==> src/rtl/libhdl_reset_sequencer_if.sv <==
// Control/status bundle of the reset sequencer: restart request and per-stage acks in, resets and status out.
// master is the sequencer side; slave is the reset-domain / software side.
interface libhdl_reset_sequencer_if #(
    parameter int NSTAGE = 4
);
    logic              i_req;
    logic [NSTAGE-1:0] i_ack;
    logic [NSTAGE-1:0] o_rst;
    logic              o_busy;
    logic              o_done;
    logic              o_err;

    modport master (
        input  i_req,
        input  i_ack,
        output o_rst,
        output o_busy,
        output o_done,
        output o_err
    );

    modport slave (
        output i_req,
        output i_ack,
        input  o_rst,
        input  o_busy,
        input  o_done,
        input  o_err
    );
endinterface

==> src/rtl/libhdl_reset_sequencer.sv <==
// Staged reset release: hold all domains, then release them in index order, each gated by settle delay + ack.
// Latency: stage 0 releases HOLD_CYCLES edges after reset, then STAGE_DELAY+wait per stage; no backpressure, i_req restarts anytime.
module libhdl_reset_sequencer #(
    parameter int NSTAGE      = 4,
    parameter int HOLD_CYCLES = 16,
    parameter int STAGE_DELAY = 8,
    parameter int TIMEOUT     = 1024,
    parameter int CNT_W       = 16
) (
    input  logic                     i_clk,
    input  logic                     i_rst_n,
    libhdl_reset_sequencer_if.master bus
);

    localparam int KW = (NSTAGE > 1) ? $clog2(NSTAGE) : 1;

    localparam logic [CNT_W-1:0] HOLD_LAST = CNT_W'(HOLD_CYCLES - 1);
    localparam logic [CNT_W-1:0] SAMPLE_AT = CNT_W'(STAGE_DELAY - 1);
    localparam logic [CNT_W-1:0] TMO_AT    = CNT_W'(STAGE_DELAY + TIMEOUT - 1);
    localparam logic [KW-1:0]    K_LAST    = KW'(NSTAGE - 1);

    if (NSTAGE < 1) begin : g_chk_nstage
        $error("libhdl_reset_sequencer: NSTAGE must be >= 1");
    end
    if (HOLD_CYCLES < 1) begin : g_chk_hold_min
        $error("libhdl_reset_sequencer: HOLD_CYCLES must be >= 1");
    end
    if (STAGE_DELAY < 1) begin : g_chk_delay_min
        $error("libhdl_reset_sequencer: STAGE_DELAY must be >= 1");
    end
    if (TIMEOUT < 0) begin : g_chk_tmo_min
        $error("libhdl_reset_sequencer: TIMEOUT must be >= 0");
    end
    if (longint'(HOLD_CYCLES) >= (longint'(1) << CNT_W)) begin : g_chk_hold_w
        $error("libhdl_reset_sequencer: HOLD_CYCLES does not fit in CNT_W");
    end
    if ((longint'(STAGE_DELAY) + longint'(TIMEOUT)) >= (longint'(1) << CNT_W)) begin : g_chk_tmo_w
        $error("libhdl_reset_sequencer: STAGE_DELAY+TIMEOUT does not fit in CNT_W");
    end

    typedef enum logic [1:0] {
        ST_ASSERT = 2'd0,
        ST_SETTLE = 2'd1,
        ST_WAIT   = 2'd2,
        ST_DONE   = 2'd3
    } state_t;

    state_t            state_q, state_d;
    logic [CNT_W-1:0]  cnt_q,   cnt_d;
    logic [KW-1:0]     k_q,     k_d;
    logic [NSTAGE-1:0] rst_q,   rst_d;
    logic              err_q,   err_d;
    logic              ack_sel;

    always_ff @(posedge i_clk or negedge i_rst_n) begin
        if (!i_rst_n) begin
            state_q <= ST_ASSERT;
            cnt_q   <= '0;
            k_q     <= '0;
            rst_q   <= '1;
            err_q   <= 1'b0;
        end else begin
            state_q <= state_d;
            cnt_q   <= cnt_d;
            k_q     <= k_d;
            rst_q   <= rst_d;
            err_q   <= err_d;
        end
    end

    always_comb begin
        state_d = state_q;
        cnt_d   = cnt_q;
        k_d     = k_q;
        rst_d   = rst_q;
        err_d   = err_q;
        ack_sel = 1'b0;

        for (int i = 0; i < NSTAGE; i++) begin
            if (i == int'(k_q)) begin
                ack_sel = bus.i_ack[i];
            end
        end

        if (bus.i_req) begin
            state_d = ST_ASSERT;
            cnt_d   = '0;
            k_d     = '0;
            rst_d   = '1;
            err_d   = 1'b0;
        end else begin
            case (state_q)
                ST_ASSERT: begin
                    if (cnt_q == HOLD_LAST) begin
                        rst_d[0] = 1'b0;
                        state_d  = ST_SETTLE;
                        cnt_d    = '0;
                    end else begin
                        cnt_d = cnt_q + CNT_W'(1);
                    end
                end

                ST_SETTLE, ST_WAIT: begin
                    if ((state_q == ST_SETTLE) && (cnt_q != SAMPLE_AT)) begin
                        cnt_d = cnt_q + CNT_W'(1);
                    end else if (ack_sel) begin
                        cnt_d = '0;
                        if (k_q == K_LAST) begin
                            state_d = ST_DONE;
                        end else begin
                            k_d     = k_q + KW'(1);
                            state_d = ST_SETTLE;
                            for (int i = 0; i < NSTAGE; i++) begin
                                if (i == int'(k_q) + 1) begin
                                    rst_d[i] = 1'b0;
                                end
                            end
                        end
                    end else if ((state_q == ST_WAIT) && (TIMEOUT != 0) && (cnt_q == TMO_AT)) begin
                        // Full retry from the hold phase; the error stays until i_req or reset.
                        err_d   = 1'b1;
                        rst_d   = '1;
                        state_d = ST_ASSERT;
                        cnt_d   = '0;
                        k_d     = '0;
                    end else begin
                        state_d = ST_WAIT;
                        // With no timeout the counter parks instead of wrapping.
                        if (!((state_q == ST_WAIT) && (TIMEOUT == 0))) begin
                            cnt_d = cnt_q + CNT_W'(1);
                        end
                    end
                end

                ST_DONE: begin
                    state_d = ST_DONE;
                end

                default: begin
                    state_d = ST_ASSERT;
                    cnt_d   = '0;
                    k_d     = '0;
                    rst_d   = '1;
                end
            endcase
        end
    end

    assign bus.o_rst  = rst_q;
    assign bus.o_busy = (state_q != ST_DONE);
    assign bus.o_done = (state_q == ST_DONE);
    assign bus.o_err  = err_q;

endmodule

==> src/flat_wrapper.sv <==
// flat-port wrapper written by rule: the top's interface ports become plain ports
module libhdl_reset_sequencer_flat 
#(
    parameter int NSTAGE      = 4,
    parameter int HOLD_CYCLES = 16,
    parameter int STAGE_DELAY = 8,
    parameter int TIMEOUT     = 1024,
    parameter int CNT_W       = 16
)
  (i_clk, i_rst_n, bus_i_req, bus_i_ack, bus_o_rst, bus_o_busy, bus_o_done, bus_o_err);
  libhdl_reset_sequencer_if #(.NSTAGE(NSTAGE)) bus_i ();
  input  logic i_clk;
  input  logic i_rst_n;
  input wire logic [$bits(bus_i.i_req)-1:0] bus_i_req;
  input wire logic [$bits(bus_i.i_ack)-1:0] bus_i_ack;
  output wire logic [$bits(bus_i.o_rst)-1:0] bus_o_rst;
  output wire logic [$bits(bus_i.o_busy)-1:0] bus_o_busy;
  output wire logic [$bits(bus_i.o_done)-1:0] bus_o_done;
  output wire logic [$bits(bus_i.o_err)-1:0] bus_o_err;
  assign bus_i.i_req = bus_i_req;
  assign bus_i.i_ack = bus_i_ack;
  assign bus_o_rst = bus_i.o_rst;
  assign bus_o_busy = bus_i.o_busy;
  assign bus_o_done = bus_i.o_done;
  assign bus_o_err = bus_i.o_err;
  libhdl_reset_sequencer #(.NSTAGE(NSTAGE), .HOLD_CYCLES(HOLD_CYCLES), .STAGE_DELAY(STAGE_DELAY), .TIMEOUT(TIMEOUT), .CNT_W(CNT_W)) u_core (.i_clk(i_clk), .i_rst_n(i_rst_n), .bus(bus_i));
endmodule
==> config.mk <==
export PLATFORM = sky130hd
export DESIGN_NAME = libhdl_reset_sequencer_flat
export DESIGN_NICKNAME = d
export VERILOG_FILES = /design/src/rtl/libhdl_reset_sequencer_if.sv /design/src/rtl/libhdl_reset_sequencer.sv /design/src/flat_wrapper.sv
export SDC_FILE = /design/constraint.sdc
export NUM_CORES = 1
export LEC_CHECK = 0
export CORE_UTILIZATION = 57
export DETAILED_ROUTE_END_ITERATION = 10
export MAX_ROUTING_LAYER = met4
export PLACE_DENSITY = 0.9
export SLEW_MARGIN = 20
export SYNTH_ARGS = -nofsm -noshare
export SYNTH_HDL_FRONTEND = slang
export SYNTH_SLANG_ARGS = --single-unit
export TNS_END_PERCENT = 10
==> constraint.sdc <==
create_clock -name i_clk -period 3 [get_ports i_clk]
set_clock_uncertainty 0.15 [all_clocks]
set_input_delay 0.6 -clock i_clk [delete_from_list [all_inputs] [get_ports i_clk]]
set_output_delay 0.6 -clock i_clk [all_outputs]
set_load 0.02 [all_outputs]
# Yosys cells after proc, flatten, opt, wreduce, memory -nomap -nowiden
# Index checks and enable logic that the tools add are counted.
[totals]
out_inout_bits = 7
in_bits = 7
wordCells = 93
regBits = 25
[op_classes]
muxes = 40
eq_ne = 25
reduce_logical = 17
addsub = 3
[ops]
columns = ["op", "n"]
rows = [
  ["$mux 16", 5],
  ["$eq 3x32->1 const A", 2],
  ["$eq 2x32->1 const A", 1],
  ["$logic_not 32->1", 1],
  ["$pmux 16 s2", 1],
  ["$mux 2", 12],
  ["$mux 4", 5],
  ["$add 16x1->16 const B", 1],
  ["$eq 16x11->1 const B", 1],
  ["$eq 16x4->1 const B", 1],
  ["$ne 16x3->1 const B", 1],
  ["$ne 3x3->1 const B", 5],
  ["$reduce_and 5->1", 3],
  ["$mux 1", 14],
  ["$ne 4x4->1 const B", 2],
  ["$reduce_and 4->1", 2],
  ["$eq 2x2->1 const B", 3],
  ["$ne 2x2->1 const B", 3],
  ["$pmux 2 s3", 1],
  ["$reduce_and 6->1", 1],
  ["$reduce_bool 3->1", 2],
  ["$eq 2x2->1 const A", 2],
  ["$logic_not 2->1", 2],
  ["$ne 4x2->1 const B", 1],
  ["11 further kinds", 13],
]

# Longest topological paths before layout
# Gate-level depths: netlist (run 1).
[depth]
depth_word = 9
mapped_depth = 9
depth_no_buf = 8

# Worst setup path after synthesis (run 1)
# No wires, ideal clock.
[synth_path]
kind = "register to register"
start = "register u_core.cnt_q[9]"
end = "register u_core.cnt_q[13]"
setup_ns = 0.126
arrival_time_ns = 2.480
setup_slack_ns = 0.244
synth_period_minus_slack_ns = 2.756
stages_incl_launch_ff = 8
required_ns = 2.724
n_path_buf = 1
path_cell_list = "dfrtp_1 or4b_1 or4_4 or2_4 a21oi_4 nor2_2 buf_6 a221o_1"
[synth_between]
elab_chain_cells = 7
word_cells_on_any_way = 12
cone_classes = "add/sub: 1; eq/ne: 3; mux: 6; reduce/logical: 2"
[synth_rtl]
columns = ["element", "line_no", "text"]
rows = [
  ["start, declared", "libhdl_reset_sequencer.sv:49", "logic [CNT_W-1:0] cnt_q, cnt_d;"],
  ["start signal, assigned", "libhdl_reset_sequencer.sv:64", "cnt_q <= cnt_d;"],
  ["branches (longest 5 deep; another with $add 16x1->16)", "-", ""],
  ["$pmux 16 s2 (*)", "libhdl_reset_sequencer.sv:92", "case (state_q)"],
  ["$mux 16 (*)", "libhdl_reset_sequencer.sv:85", "if (bus.i_req) begin"],
]
# Mark *: on every way between the ends.
# A chain may end at the register's enable or synchronous reset.

# Worst setup path after layout (run 1)
# Same ends and word-level chain as after synthesis.

==> results of run 1 <==
[power by group through the flow]
stage / sequential, mW / clock (mW) / combinational (mW)
floorplan: 0.438 / 0 / 0.370
global placement: 0.424 / 0 / 0.527
detailed placement: 0.429 / 0 / 0.553
CTS: 0.422 / 0.159 / 0.556
global route: 0.429 / 0.171 / 0.612
finish: 0.422 / 0.157 / 0.559
[sequential cells by signal, summed over array words and instances (netlist names)]
register	flops
u_core.cnt_q	16
u_core.bus.o_rst	4
u_core.k_q	2
u_core.state_q	2
u_core.bus.o_err	1
[kinds of logic (layout without fill, tap and decap cells)]
group           Yosys count  in the layout  synth area share, %
mux                       1              1                0.611
compound gates           46             46                 22.5
simple gates             84             84                 27.3
buf+inv                  12             34                 3.44
flops                    25             25                 38.5
fa+ha+maj                10             10                 7.63
[per-stage QoR]
stage	hold slack [ps]	total power, mW	utilization [%]	setup WS, ps	cells
2_1_floorplan	154	0.808	-	244	178
6_report	363	1.14	68.7	116	231
3_3_place_gp	328	0.951	67.6	245	227
5_1_grt	418	1.21	68.7	11.2	231
4_1_cts	366	1.14	68.6	120	231
3_5_place_dp	345	0.981	67.6	145	227
[worst max-delay path: stages, from the launching register on]
cell and delay [ps]:
dfrtp_1 480, or4b_1 570, or4_4 560, or2_4 260, a21oi_4 200, buf_4 230, nor2_1 70, a221o_1 270
[worst min path at each step]
stage | start | endpoint | slack [ps]
floorplan | i_rst_n | u_core.bus.o_err$_DFFE_PN0P_ | 150
global placement | u_core.bus.o_err$_DFFE_PN0P_ | u_core.bus.o_err$_DFFE_PN0P_ | 330
detailed placement | u_core.bus.o_rst[3]$_DFFE_PN1P_ | u_core.bus.o_rst[3]$_DFFE_PN1P_ | 350
CTS | u_core.bus.o_rst[3]$_DFFE_PN1P_ | u_core.bus.o_rst[3]$_DFFE_PN1P_ | 370
global route | u_core.bus.o_rst[1]$_DFFE_PN1P_ | u_core.bus.o_rst[1]$_DFFE_PN1P_ | 420
finish | u_core.bus.o_rst[3]$_DFFE_PN1P_ | u_core.bus.o_rst[3]$_DFFE_PN1P_ | 360
[cell type report]
class / count / area, sq um / share of cell area, %
Tap cell: 31 / 38.8 / 2.07
Sequential cell: 25 / 631 / 33.6
Inverter: 8 / 30.0 / 1.60
Timing Repair Buffer: 22 / 198 / 10.5
Clock buffer: 4 / 26.3 / 1.40
Multi-Input combinational cell: 141 / 955 / 50.8
[routing by layer]
metal,share of wire [%],vias to the layer above,global-route usage (%)
li1,-,718,-
met1,43,738,35.0
met2,50,58,46.8
met3,4.4,15,3.49
met4,3.3,0,14.3
met5,0,-,-
[cells in the final DEF, fill, tap and decap left out, types with 4 or more instances in the layout]
master and instances:
o31ai_1 7, a22o_1 5, nand2_1 13, o21ai_0 4
clkdlybuf4s50_1 13, ha_1 9, inv_1 8, dfstp_2 4
nand3_1 13, buf_4 9, nor2_1 22, nor4_1 5
a221o_1 8, nor3_1 8, dfrtp_1 21, a21oi_1 10
==> impl_metrics.ini, run 1 <==
[route]
num_vias = 1529
final_antenna_net_count = 0
vias_per_cell = 6.62
route.detailed.drc = 0
wl_per_cell_um = 17.0
drt_iter0_drc = 65
wirelength_mm = 3.92
first_pass_iters = 4

[final_layout]
nNetsFinal = 218
fill_cells = 207
area_delta_synth_final_pct = 14.6
n_antenna_cell = 0
layout-drive-gt1-share_pct = 12.5
postLayoutCellArea_sq_mm = 0.00188

[yosys]
synth_common_cells = nor2_1, dfrtp_1, nand2_1, nand3_1
synth-async-reset-ratio_pct = 100
ys_types = 45
netlist_area_sq_mm = 0.00164
synth_edf_count = 0
synth_area_leader_cell = dfrtp_1
synth_top_area_share_pct = 32.1
ys.flop_type = dfrtp_1
syn_avg_cell_area_sq_um = 9.21
yosys_warnings = 0
ys_seq_area_share_pct = 38.5
synthTopCellsByArea = dfrtp_1, ha_1, dfstp_2
synth.most_common_cell = nor2_1
syn_inst = 178
ys_seq_elements = 25
syn-num-nets = 195

[sta]
slew_headroom_pct = 54.0
timing.final.crit_share_pct = 96.1
tightest_slew_ps = 683
final-hold-violation-count = 0
final-max-slew-violation-count = 0
period_needed_ps = 2880
finalSetupViolCount = 0
fmax_mhz = 347
fin_setup_tns_ps = 0
rsz0062_at_grt = no

[cts]
cts_tree = yes
numClockSinks = 25
post_cts_buffers = 0
clock_latency_ps = 330
numCtsBuffers = 3
cts_hold_buffers = 0
clk_pin_slew_ps = 140
cts_resized = 0
clk_path_buf_depth = 2
cts_root_buffer = clkbuf_4
h-tree-depth = 1

[pwr]
sequentialPowerShare_pct = 37.1
ir_drop_v = 0.000412
internal-power_uw = 646
p_clk_share_pct = 13.8
combPwrFrac_pct = 49.1
p_per_area_mw_per_mm2 = 606
p_switching_uw = 492
swShare_pct = 43.3
p_leak_nw = 0.790

[floorplanning]
dieArea_sq_mm = 0.00309
die_w_um = 55.6
core-area_sq_mm = 0.00273
rows = 19
ios = 14
start_util_pct = 60.0
die_h_um = 55.6

[place]
placed_cell_area_sq_mm = 0.00185
io_buffer_count = 13
place_congestion = 0.891
place_hpwl_mm = 2.88

[critical_path]
crit_end = u_core.cnt_q[13]$_DFFE_PN0N_
path_class = reg -> reg
timing.rr.start = u_core.cnt_q[9]$_DFFE_PN0N_
ff2ff_path_depth = 7
cp-startpoint = u_core.cnt_q[9]$_DFFE_PN0N_
reg2reg_slack_ps = 120
critPathArrivalTime_ps = 2960
cp-end-kind = flip-flop
start_kind = flip-flop
critPathMaxFanout = 13
cp.required_ps = 3070
r2r_end = u_core.cnt_q[13]$_DFFE_PN0N_

[job]
cap_violations = 0

[global_route]
track_usage_pct = 28.6
grt_pass1_wl_mm = 6.94
grt_max_degree = 26
grt-ovfl-total = 0
antenna_found_initial = 0
grt_pass1_vias = 1565

[hold_path]
hold_path.class = reg -> reg
worst_hold_path.num_cells = 2

[status]
outcome = finished clean
No activity file was read; power rests on OpenSTA's default activity.
==> run 2, diff against run 1 <==
CTS_BUF_LIST = sky130_fd_sc_hd__clkbuf_8 sky130_fd_sc_hd__clkbuf_16   (was unset)
SKIP_LAST_GASP = 1   (was unset)
==> run 2 against run 1 <==
  * Power is 4.0% higher
  * Combinational power hardly changed
  * Critical path depth is 1 lower
  * Sequential power hardly changed
  * Setup slack better by 9.4 ps
  * Register-to-register slack hardly changed
  * Flip-flop and latch count stayed put
  * Highest routed layer unchanged
==> impl_metrics.ini, run 2 (same netlist as run 1, synthesis figures left out) <==
[final_layout]
final_common_cell = nor2_1
regArea_sq_um = 631
largest_register = u_core.cnt_q
n_antenna_cell = 0
nNetsFinal = 218
area_delta_synth_final_pct = 15.7
final_cell_mix = nor2_1, dfrtp_1, nand2_1, nand3_1, clkdlybuf4s50_1
largest_reg_flops = 16
fill_cells = 207
multi_input_area_sq_um = 955
layout-drive-gt1-share_pct = 12.5

[critical_path]
cp.required_ps = 3060
slowest_stage = or4b_1
critPathArrivalTime_ps = 2930
path_class = reg -> reg
critPathMaxFanout = 7
max_stage_delay_ps = 570
crit_chain = or4b_1 > or4_4 > a2111oi_4 > o21ai_1 > or3b_1 > a21oi_1
start_kind = flip-flop
cp-end-kind = flip-flop

[cts]
cts_hold_buffers = 0
cts_tree = yes
clk_pin_slew_ps = 90
numCtsBuffers = 3
numClockSinks = 25
cts_root_buffer = clkbuf_8
h-tree-depth = 1
post_cts_buffers = 0
clk_path_buf_depth = 2
clock_latency_ps = 270

[route]
route.detailed.drc = 0
wl_per_cell_um = 17.1
vias_per_cell = 6.69
first_pass_iters = 4
num_vias = 1546
drt_iter0_drc = 75
final_antenna_net_count = 0
wirelength_mm = 3.96

[sta]
slew_headroom_pct = 59.5
fin_setup_tns_ps = 0
finalSetupViolCount = 0
timing.final.crit_share_pct = 95.8
tightest_slew_ps = 602
final-hold-violation-count = 0
fmax_mhz = 348
period_needed_ps = 2870
final-max-slew-violation-count = 0
rsz0062_at_grt = no
whs_ps = 357

[job]
cap_violations = 0

[floorplanning]
dieArea_sq_mm = 0.00309
start_util_pct = 60.0
die_h_um = 55.6
core-area_sq_mm = 0.00273
ios = 14
rows = 19
die_w_um = 55.6

[place]
io_buffer_count = 13
place_hpwl_mm = 2.88
place_congestion = 0.891

[global_route]
grt_pass1_wl_mm = 6.93
grt_max_degree = 26
track_usage_pct = 28.9
antenna_found_initial = 0
grt-ovfl-total = 0
grt_pass1_vias = 1578

[pwr]
ir_drop_v = 0.000424
p_leak_nw = 0.802
p_per_area_mw_per_mm2 = 624

[hold_path]
hold_path.class = reg -> reg

[status]
outcome = finished clean
[run 2: cell types whose count changed in the layout (fill, tap and decap cells not counted)]
cell and change:
clkbuf_4 -3, clkbuf_8 +3, inv_1 +1, clkbuf_1 -1
[run 2: cell type report]
type	count	area share, %
clock buffer	3	2.18
clock inverter	1	0.198
inverter	8	1.58
multi-input combinational	141	50.3
sequential	25	33.2
tap	31	2.04
timing repair buffer	22	10.4
[run 2: what timing repair did]
item                                   in CTS  in global routing
endpoints found under the hold margin       0                  0
gates resized for setup                     0                  1
setup endpoints to repair                   0                  8
[run 2: stage by stage]
| stage | std cells | power (mW) | util (%) | setup WS, ps | area [sq um] |
|---|---|---|---|---|---|
| floorplan | 178 | 0.808 | - | 244 | 1640 |
| global placement | 227 | 0.951 | 67.6 | 245 | 1850 |
| detailed placement | 227 | 0.981 | 67.6 | 145 | 1850 |
| CTS | 231 | 1.18 | 69.3 | 133 | 1890 |
| global route | 231 | 1.26 | 69.4 | 17.3 | 1900 |
| finish | 231 | 1.18 | 69.4 | 125 | 1900 |
[run 2: worst paths after layout]
check,start,to,slack (ps),cells after the start
min,u_core.bus.o_rst[3]$_DFFE_PN1P_,u_core.bus.o_rst[3]$_DFFE_PN1P_,360,2
max reg2reg,u_core.cnt_q[9]$_DFFE_PN0N_,u_core.k_q[1]$_DFFE_PN0P_,130,6
max in group asynchronous,i_rst_n,u_core.bus.o_rst[3]$_DFFE_PN1P_,1880,2
max,u_core.cnt_q[9]$_DFFE_PN0N_,u_core.k_q[1]$_DFFE_PN0P_,130,6
min reg2reg,u_core.bus.o_rst[3]$_DFFE_PN1P_,u_core.bus.o_rst[3]$_DFFE_PN1P_,360,2
min in group asynchronous,i_rst_n,u_core.k_q[0]$_DFFE_PN0P_,530,2
[run 2: layer usage]
metal	wire length [um]	GRT usage, %	share of wire, %	up-vias
met3	175	3.49	4.4	18
met5	0	-	0	-
li1	-	-	-	717
met4	148	16.4	3.7	0
met2	2010	47.2	51	58
met1	1620	34.6	41	753
[run 2: worst max-delay path: cells and delay by family (launching register included)]
| family | cells | cell delay [ps] |
|---|---|---|
| AND/OR/NAND/NOR | 3 | 1500 |
| AO/OA/AOI/OAI | 3 | 700 |
| flip-flops | 1 | 450 |
[run 2: where the power goes]
group	internal, mW	switching, mW
combinational	0.210	0.349
clock	0.0919	0.109
sequential	0.383	0.0390
